`src/rtl/protobuf_varint_encoder_pkg.sv`:
```
// Shared types and helpers for the protobuf varint encoder: input kinds,
// FSM state encoding, message length sizing and value normalisation.
package protobuf_varint_encoder_pkg;

    typedef enum logic [1:0] {
        RAW32  = 2'd0,
        RAW64  = 2'd1,
        INT32  = 2'd2,
        SINT64 = 2'd3
    } pb_kind_e;

    typedef enum logic [1:0] {
        ST_IDLE = 2'd0,
        ST_KEY  = 2'd1,
        ST_BODY = 2'd2
    } pb_state_e;

    localparam int PB_MAX_VARINT_BYTES = 10;
    // Room for a full value plus a two-byte key (1..12 bytes per message).
    localparam int PB_LEN_W = $clog2(PB_MAX_VARINT_BYTES + 3);

    function automatic logic [63:0] zigzag64(input logic [63:0] d);
        return (d << 1) ^ {64{d[63]}};
    endfunction

    // Map the typed input word onto the unsigned 64-bit value that gets LEB128-encoded.
    function automatic logic [63:0] pb_normalise(input pb_kind_e kind, input logic [63:0] d);
        logic [63:0] v;
        case (kind)
            RAW32:   v = {32'd0, d[31:0]};
            RAW64:   v = d;
            INT32:   v = {{32{d[31]}}, d[31:0]};
            default: v = zigzag64(d);
        endcase
        return v;
    endfunction

endpackage

```
`src/rtl/protobuf_varint_encoder_if.sv`:
```
// Word-in / byte-out handshake bundle of the varint encoder.
// master = producer of words and consumer of bytes, slave = the encoder.
interface protobuf_varint_encoder_if #(
    parameter int FIELD_W = 5
);
    logic               in_valid;
    logic               in_ready;
    logic [63:0]        in_data;
    logic [1:0]         in_kind;
    logic               in_tag;
    logic [FIELD_W-1:0] in_field;
    logic               m_valid;
    logic               m_ready;
    logic [7:0]         m_data;
    logic               m_last;

    modport master (
        output in_valid, in_data, in_kind, in_tag, in_field, m_ready,
        input  in_ready, m_valid, m_data, m_last
    );

    modport slave (
        input  in_valid, in_data, in_kind, in_tag, in_field, m_ready,
        output in_ready, m_valid, m_data, m_last
    );
endinterface

```
`src/rtl/protobuf_varint_encoder_fifo.sv`:
```
// First-word-fall-through byte FIFO with occupancy output. Power-of-two depth,
// pointers wrap naturally; the level counter carries one extra bit so that
// full and empty are distinct. Read data is forced to zero while empty.
module protobuf_varint_encoder_fifo #(
    parameter int DEPTH = 32,
    parameter int WIDTH = 9
) (
    input  logic                     clk,
    input  logic                     rst_n,
    input  logic                     push,
    input  logic [WIDTH-1:0]         push_data,
    input  logic                     pop,
    output logic [WIDTH-1:0]         pop_data,
    output logic                     full,
    output logic                     empty,
    output logic [$clog2(DEPTH):0]   level
);
    localparam int AW = $clog2(DEPTH);

    logic [WIDTH-1:0] mem_q [DEPTH];
    logic [AW-1:0]    wr_ptr_q, wr_ptr_d, rd_ptr_q, rd_ptr_d;
    logic [AW:0]      level_q, level_d;
    logic             do_push, do_pop;

    assign empty    = (level_q == '0);
    assign full     = (level_q == (AW+1)'(DEPTH));
    assign level    = level_q;
    assign pop_data = empty ? '0 : mem_q[rd_ptr_q];

    // Pointer/level update; a push into a full FIFO is taken only alongside a pop.
    always_comb begin
        do_pop   = pop & ~empty;
        do_push  = push & (~full | do_pop);
        wr_ptr_d = wr_ptr_q + AW'(do_push);
        rd_ptr_d = rd_ptr_q + AW'(do_pop);
        level_d  = level_q + (AW+1)'(do_push) - (AW+1)'(do_pop);
    end

    // Storage array, no reset so it maps onto RAM.
    always_ff @(posedge clk) begin
        if (do_push) begin
            mem_q[wr_ptr_q] <= push_data;
        end
    end

    // Control registers, cleared asynchronously.
    always_ff @(posedge clk or negedge rst_n) begin
        if (!rst_n) begin
            wr_ptr_q <= '0;
            rd_ptr_q <= '0;
            level_q  <= '0;
        end else begin
            wr_ptr_q <= wr_ptr_d;
            rd_ptr_q <= rd_ptr_d;
            level_q  <= level_d;
        end
    end
endmodule

```
`src/rtl/protobuf_varint_encoder.sv`:
```
// Protobuf varint encoder: accepts one typed word per handshake, optionally
// emits the field key first, then the LEB128 bytes of the normalised value
// into an output FIFO. One message is in flight at a time.
module protobuf_varint_encoder
    import protobuf_varint_encoder_pkg::*;
#(
    parameter int FIFO_DEPTH = 32,
    parameter int FIELD_W    = 5,
    parameter bit TAG_EN     = 1'b1
) (
    input  logic                          clk,
    input  logic                          rst_n,
    protobuf_varint_encoder_if.slave      bus,
    output logic [$clog2(FIFO_DEPTH):0]   fifo_level,
    output logic                          msg_done,
    output logic [PB_LEN_W-1:0]           msg_len
);
    pb_state_e           state_q, state_d;
    logic [63:0]         key_q, key_d, val_q, val_d;
    logic [PB_LEN_W-1:0] len_q, len_d, msg_len_q, msg_len_d;
    logic                msg_done_q, msg_done_d;
    logic                in_ready_q, in_ready_d;
    logic                accept, push, key_last, val_last;
    logic                fifo_full, fifo_empty, pop;
    logic [8:0]          push_data, pop_data;

    assign accept   = bus.in_valid & in_ready_q;
    assign key_last = (key_q[63:7] == '0);
    assign val_last = (val_q[63:7] == '0);

    // Encoder FSM: latch word and key on accept, then one byte per cycle while the FIFO has room.
    always_comb begin
        state_d    = state_q;
        key_d      = key_q;
        val_d      = val_q;
        len_d      = len_q;
        msg_len_d  = msg_len_q;
        msg_done_d = 1'b0;
        push       = 1'b0;
        push_data  = '0;
        case (state_q)
            ST_IDLE: begin
                if (accept) begin
                    val_d   = pb_normalise(pb_kind_e'(bus.in_kind), bus.in_data);
                    key_d   = 64'({bus.in_field, 3'b000});
                    len_d   = '0;
                    state_d = (TAG_EN && bus.in_tag) ? ST_KEY : ST_BODY;
                end
            end
            ST_KEY: begin
                if (!fifo_full) begin
                    push      = 1'b1;
                    push_data = {1'b0, ~key_last, key_q[6:0]};
                    key_d     = key_q >> 7;
                    len_d     = len_q + PB_LEN_W'(1);
                    if (key_last) begin
                        state_d = ST_BODY;
                    end
                end
            end
            ST_BODY: begin
                if (!fifo_full) begin
                    push      = 1'b1;
                    push_data = {val_last, ~val_last, val_q[6:0]};
                    val_d     = val_q >> 7;
                    len_d     = len_q + PB_LEN_W'(1);
                    if (val_last) begin
                        state_d    = ST_IDLE;
                        msg_done_d = 1'b1;
                        msg_len_d  = len_q + PB_LEN_W'(1);
                    end
                end
            end
            default: state_d = ST_IDLE;
        endcase
        in_ready_d = (state_d == ST_IDLE);
    end

    // FSM and registered outputs; in_ready stays low until the first edge after reset release.
    always_ff @(posedge clk or negedge rst_n) begin
        if (!rst_n) begin
            state_q    <= ST_IDLE;
            key_q      <= '0;
            val_q      <= '0;
            len_q      <= '0;
            msg_len_q  <= '0;
            msg_done_q <= 1'b0;
            in_ready_q <= 1'b0;
        end else begin
            state_q    <= state_d;
            key_q      <= key_d;
            val_q      <= val_d;
            len_q      <= len_d;
            msg_len_q  <= msg_len_d;
            msg_done_q <= msg_done_d;
            in_ready_q <= in_ready_d;
        end
    end

    assign pop = ~fifo_empty & bus.m_ready;

    protobuf_varint_encoder_fifo #(
        .DEPTH (FIFO_DEPTH),
        .WIDTH (9)
    ) u_fifo (
        .clk       (clk),
        .rst_n     (rst_n),
        .push      (push),
        .push_data (push_data),
        .pop       (pop),
        .pop_data  (pop_data),
        .full      (fifo_full),
        .empty     (fifo_empty),
        .level     (fifo_level)
    );

    assign bus.in_ready = in_ready_q;
    assign bus.m_valid  = ~fifo_empty;
    assign bus.m_data   = pop_data[7:0];
    assign bus.m_last   = pop_data[8];
    assign msg_done     = msg_done_q;
    assign msg_len      = msg_len_q;
endmodule

```
`src/flat_wrapper.sv`:
```
// flat-port wrapper written by rule: the top's interface ports become plain ports
module protobuf_varint_encoder_flat import protobuf_varint_encoder_pkg::*;
#(
    parameter int FIFO_DEPTH = 32,
    parameter int FIELD_W    = 5,
    parameter bit TAG_EN     = 1'b1
)
  (clk, rst_n, fifo_level, msg_done, msg_len, bus_in_valid, bus_in_data, bus_in_kind, bus_in_tag, bus_in_field, bus_m_ready, bus_in_ready, bus_m_valid, bus_m_data, bus_m_last);
  protobuf_varint_encoder_if #(.FIELD_W(FIELD_W)) bus_i ();
  input  logic clk;
  input  logic rst_n;
  output logic [$clog2(FIFO_DEPTH):0] fifo_level;
  output logic msg_done;
  output logic [PB_LEN_W-1:0] msg_len;
  input wire logic [$bits(bus_i.in_valid)-1:0] bus_in_valid;
  input wire logic [$bits(bus_i.in_data)-1:0] bus_in_data;
  input wire logic [$bits(bus_i.in_kind)-1:0] bus_in_kind;
  input wire logic [$bits(bus_i.in_tag)-1:0] bus_in_tag;
  input wire logic [$bits(bus_i.in_field)-1:0] bus_in_field;
  input wire logic [$bits(bus_i.m_ready)-1:0] bus_m_ready;
  output wire logic [$bits(bus_i.in_ready)-1:0] bus_in_ready;
  output wire logic [$bits(bus_i.m_valid)-1:0] bus_m_valid;
  output wire logic [$bits(bus_i.m_data)-1:0] bus_m_data;
  output wire logic [$bits(bus_i.m_last)-1:0] bus_m_last;
  assign bus_i.in_valid = bus_in_valid;
  assign bus_i.in_data = bus_in_data;
  assign bus_i.in_kind = bus_in_kind;
  assign bus_i.in_tag = bus_in_tag;
  assign bus_i.in_field = bus_in_field;
  assign bus_i.m_ready = bus_m_ready;
  assign bus_in_ready = bus_i.in_ready;
  assign bus_m_valid = bus_i.m_valid;
  assign bus_m_data = bus_i.m_data;
  assign bus_m_last = bus_i.m_last;
  protobuf_varint_encoder #(.FIFO_DEPTH(FIFO_DEPTH), .FIELD_W(FIELD_W), .TAG_EN(TAG_EN)) u_core (.clk(clk), .rst_n(rst_n), .bus(bus_i), .fifo_level(fifo_level), .msg_done(msg_done), .msg_len(msg_len));
endmodule
```
`config.mk`:
```
export PLATFORM = sky130hd
export DESIGN_NAME = protobuf_varint_encoder_flat
export DESIGN_NICKNAME = d
export VERILOG_FILES = /design/src/rtl/protobuf_varint_encoder_pkg.sv /design/src/rtl/protobuf_varint_encoder_if.sv /design/src/rtl/protobuf_varint_encoder_fifo.sv /design/src/rtl/protobuf_varint_encoder.sv /design/src/flat_wrapper.sv
export SDC_FILE = /design/constraint.sdc
export NUM_CORES = 1
export LEC_CHECK = 0
export BUFFER_PORTS_ARGS = -buffer_cell sky130_fd_sc_hd__buf_2
export CORE_MARGIN = 5
export CORE_UTILIZATION = 50
export DETAILED_ROUTE_END_ITERATION = 8
export PLACE_DENSITY = 0.78
export SLEW_MARGIN = 20
export SYNTH_ARGS = -nofsm -noshare
export SYNTH_HDL_FRONTEND = slang
export SYNTH_SLANG_ARGS = --single-unit
```
`constraint.sdc`:
```
create_clock -name clk -period 7.2 [get_ports clk]
set_input_delay 0.36 -clock clk [delete_from_list [all_inputs] [get_ports clk]]
set_output_delay 0.36 -clock clk [all_outputs]
set_load 0.01 [all_outputs]
```
Word level (Yosys, flattened, before mapping)
Memories as Yosys holds them, arrays and structs flattened. Cells that the tools add are included.

Register bits: 156. RAM bits: 288. Input port bits: 76. Memories: 1.

Memories: u_core.u_fifo.mem_q (words 32, bits a word 9, read ports 1, clocked after Yosys merged registers in 0, wr ports 1, line protobuf_varint_encoder_fifo.sv:20) `logic [WIDTH-1:0] mem_q [DEPTH];`.

Add/subtract/negate cells: 5. Eq/ne operators: 9. Mux-type cells: 28. Bitwise logic cells: 10. Reduce and logical (&&, ||, !) cells: 14.

Operators with widths (count): $mux W64 (4); $pmux W64 S2 (2); $pmux W64 S3 (1); $logic_not A57 Y1 (2); $xor A64 B64 Y64 (1); $mux W9 (2); $pmux W9 S2 (1); $mux W2 (6); $reduce_and A3 Y1 (4); $add A5 B1 Y5 (2); $mux W4 (2); $mux W8 (1); $pmux W4 S2 (1); $mux W1 (7); $add A6 B1 Y6 (1); $eq A6 B6 Y1 const B (1); $logic_not A2 Y1 (3); $logic_not A6 Y1 (1); $ne A2 B2 Y1 const B (3); $pmux W2 S3 (1); $reduce_bool A2 Y1 (3); $sub A6 B1 Y6 (1); $add A4 B1 Y4 const B (1); $and A1 B1 Y1 (4); 6 further kinds (11).

Longest topological paths before layout
Word-level depth: 8. Depth in mapped cells: 14. Mapped depth without buffers: 13.

Hierarchy
Synthesis repeated with hierarchy kept, for this count alone.

Cell total of the unflattened synthesis: 1285. Area total of the unflattened synthesis: 17754.5 um2.

By module, submodules not included: protobuf_varint_encoder_fifo (instances 1, cells an instance 640, area each 12296.8 um2, seq. area each 9048.7 um2); protobuf_varint_encoder (instances 1, cells an instance 645, area each 5457.7 um2, seq. area each 2052.0 um2).

Least setup slack after synthesis
Ideal clock, no wire load.

Kind: flip-flop to flip-flop. Start: reg u_core.u_fifo.level_q[2], in the netlist u_core.u_fifo.level[2]. End: reg u_core.u_fifo.level_q[4], in the netlist u_core.u_fifo.level[4]. Library setup time: 80 ps. Data arrival time: 2673 ps. Setup slack: 4447 ps. Cell stages (with the launch flop): 15. Buffers on the path: 1. Clock period less this slack: 2753 ps. Cells stage by stage: dfrtp_1 inv_1 ha_1 and3_1 clkbuf_1 inv_1 and2_1 ha_1 inv_1 ha_1 fa_1 a21oi_1 nor2_1 nor2_1 xnor2_1.

Word-level cells in the longest chain between the ends: 8. Elaborated cells on any way between the ends: 12. Those cells by class: add/sub: 2; eq/ne: 1; mux: 2; bitwise: 6; reduce/logical: 1.

Ends and longest elaborated chain: start, declared (line protobuf_varint_encoder_fifo.sv:22) `logic [AW:0] level_q, level_d;`; start signal, assigned (line protobuf_varint_encoder_fifo.sv:55) `level_q <= level_d;`; $logic_not A6 Y1 (*) (line protobuf_varint_encoder_fifo.sv:25) `assign empty = (level_q == '0);`; $not A1 Y1 (*); via bus_m_valid (line flat_wrapper.sv:22) `output wire logic [$bits(bus_i.m_valid)-1:0] bus_m_valid;`; $and A1 B1 Y1 (line protobuf_varint_encoder.sv:100) `assign pop = ~fifo_empty & bus.m_ready;`; $and A1 B1 Y1 (*) (line protobuf_varint_encoder_fifo.sv:32) `do_pop = pop & ~empty;`; $or A1 B1 Y1 (line protobuf_varint_encoder_fifo.sv:33) `do_push = push & (~full | do_pop);`; $and A1 B1 Y1 (line protobuf_varint_encoder_fifo.sv:33); $add A6 B1 Y6 (line protobuf_varint_encoder_fifo.sv:36) `level_d = level_q + (AW+1)'(do_push) - (AW+1)'(do_pop);`; $sub A6 B1 Y6 (*) (line protobuf_varint_encoder_fifo.sv:36); via u_core.u_fifo.level_d[4] (line protobuf_varint_encoder_fifo.sv:22).

Mark *: on every way through the listed nets, which the timed path passes. The rest lies on a longest branch. A chain may end at the register's enable or synchronous reset.

Worst setup path in the final report
Start: reg u_core.u_fifo.rd_ptr_q[0]. End: out bus_m_data[6].

Word-level cells in the longest chain between the ends: 2.

Ends and longest elaborated chain: start, declared (line protobuf_varint_encoder_fifo.sv:21) `logic [AW-1:0] wr_ptr_q, wr_ptr_d, rd_ptr_q, rd_ptr_d;`; start signal, assigned (line protobuf_varint_encoder_fifo.sv:54) `rd_ptr_q <= rd_ptr_d;`; $mem_v2 Z32 W9; $mux W9 (line protobuf_varint_encoder_fifo.sv:28) `assign pop_data = empty ? '0 : mem_q[rd_ptr_q];`; end, declared (line flat_wrapper.sv:23) `output wire logic [$bits(bus_i.m_data)-1:0] bus_m_data;`.

Every way passes these cells.

==> out/metrics.csv <==
metric,value,unit
drt_wl_total,39100,microns
routedWlPerCell,21.9,microns
diodes,0,
drive_gt1_frac,0.192,
drv_cap,0,
synth_warnings,0,
num_rows,68,
initialDrtViolationCount,953,
cts_hold_buf,1,
hp-start,bus_in_field[2],
power_density,422,nW/um^2
yosys_register_bits,386,
synthFlopType,edfxtp_1,
fillers,2654,
max-vdd-ir-drop,0.307,mV
reg2reg_from,u_core.state_q[0]$_DFF_PN0_,
crit_required,6.84,ns
htreeDepth,2,
grt_antenna_before_repair,0,
cts.sinks,386,
gp_congestion,0.868,
place_ws,3.83,ns
ctsResizeCount,0,
end_kind,primary output,
syn_nets,1327,
final_antenna_net_count,0,
portBuffers,97,
die_h,196,microns
final_max_slew_viol_count,0,
grt_pass1_wl,61500,microns
start_kind,register,
io_pins,98,
arrival,3.40,ns
numCtsBuffers,40,
grt_max_degree,116,
viasPerCell,6.02,
setup_tns,0,ns
layout_common_cells,"edfxtp_1 (288), dfrtp_1 (96), buf_2 (95)",
dr.pass1.iters,5,
initial_utilization,0.504,
grtUsageTotal,0.203,
tritoncts,yes,
period_share,0.522,
power_leakage,0.00712,uW
clk_pin_slew_worst_paths,0.06,ns
ys_seq_area_frac,0.641,
syn_area,17300,sq um
cts_setup_buffers,0,
drc,0,
synth_edf_count,288,
tightest_slew,1.09,ns
max-slew-margin-rel,0.271,
clk_latency,0.55,ns
avgSynthCellArea,14.1,sq um
rsz0062_at_grt,no,
max_freq,266,MHz
critical_path_class,register to primary output,
worst_slack,3.44,ns
via_count,10700,
hold_viol_final,0,
yosysUniqueCellTypes,57,
worst-path-max-fanout,42,
fin_worst_skew,0.0396,ns
min_period,3.76,ns
grt.overflow.total,0,
coreArea,34400,sq um
nets,1395,
async_reset_ff_frac,0.254,
cts_root_buffer,clkbuf_16,
status,"finished, final reports clean",
clock_path_buffers,3,
fp.dieArea,38400,sq um
area_delta_synth_final,12.1,%
startpoint,u_core.u_fifo.rd_ptr_q[0]$_DFF_PN0_,
hpwl,24600,microns
die_w,196,microns
grt_pass1_vias,10700,
setup_violations,0,
hp-class,primary input to register,
syn_inst,1232,
final_common_cell,edfxtp_1,
## Yosys cell counts (15+ instances only)
cell / number / area (sq um)
dfrtp_1: 98 / 2450
nor4_1: 15 / 93.8
edfxtp_1: 288 / 8650
buf_2: 28 / 140
inv_1: 26 / 97.6
o21ai_0: 75 / 375
o221ai_1: 15 / 131
o22ai_1: 17 / 106
xnor2_1: 68 / 596
ha_1: 18 / 225
a22o_1: 16 / 140
clkbuf_1: 44 / 165
nor2_1: 82 / 308
mux4_2: 57 / 1280
a21oi_1: 62 / 310
nand2_1: 88 / 330
mux2i_1: 26 / 260
a211oi_1: 58 / 435
## layout make-up
cell class	instances	area, sq um	area share
Multi-Input combinational cell	731	5720	0.295
Sequential cell	386	11100	0.572
Tap cell	455	569	0.0293
Inverter	28	105	0.00541
Timing Repair Buffer	113	613	0.0316
Clock buffer	56	1100	0.0568
Clock inverter	16	195	0.0101
## layer usage
metal	wire length, microns	vias up	GRT usage
met1	16000	5379	0.278
met4	1140	0	0.0605
met2	19500	430	0.340
met5	0	-	0
met3	2490	78	0.0307
li1	-	4861	-
## worst max-delay path, stage by stage (launching register included)
cell and delay, ns:
dfrtp_4 0.75, buf_4 0.69, mux2_2 0.43, o221ai_1 0.27, o21ai_0 0.14, a21oi_1 0.26
nor4_1 0.09, buf_2 0.17
## metrics by stage
step	cells	area [sq um]	utilization	power (uW)	hold slack [ns]
3_3_place_gp	1712	18100	0.526	6050	0.286
6_report	1785	19400	0.565	8200	0.0842
4_1_cts	1785	19400	0.565	8220	0.0784
3_5_place_dp	1712	18100	0.527	6170	0.289
5_1_grt	1785	19400	0.565	8640	0.105
2_1_floorplan	1232	17300	-	5330	0.0644
## kinds of logic after synthesis
| logic type | synth area share |
|---|---|
| DFF | 0.641 |
| AOI/OAI and AO/OA | 0.113 |
| and+or+nand+nor | 0.0660 |
| buffers and inverters | 0.0311 |
| muxes | 0.0970 |
| xor gates and xnor gates | 0.0374 |
| adders and majority gates | 0.0142 |
## registers in the layout, summed over array words and instances, names as in the netlist, 2 cells and up
signal / count
u_core.u_fifo.wr_ptr_q: 5
u_core.state_q: 2
u_core.u_fifo.mem_q: 288
u_core.msg_len: 4
u_core.val_q: 64
u_core.len_q: 4
u_core.u_fifo.rd_ptr_q: 5
u_core.u_fifo.level: 6
u_core.key_q: 6
## final timing paths
path	endpoint	slack, ns	depth (start not counted)
worst max-delay path	bus_m_data[6]	3.44	7
worst max register to register	u_core.val_q[60]$_DFFE_PN0P_	3.84	7
worst min register to register	u_core.val_q[2]$_DFFE_PN0P_	0.49	2
max in group asynchronous	u_core.val_q[24]$_DFFE_PN0P_	5.65	3
min in group asynchronous	u_core.val_q[6]$_DFFE_PN0P_	0.27	2
worst min-delay path	u_core.key_q[5]$_DFFE_PN0P_	0.08	3
## power breakdown
part / leakage (uW) / internal, uW / switching (uW)
sequential: 0.00393 / 2940 / 335
combinational: 0.00256 / 1100 / 1800
clock: 0.000629 / 1190 / 844
Power figures use the tool's default switching activity.
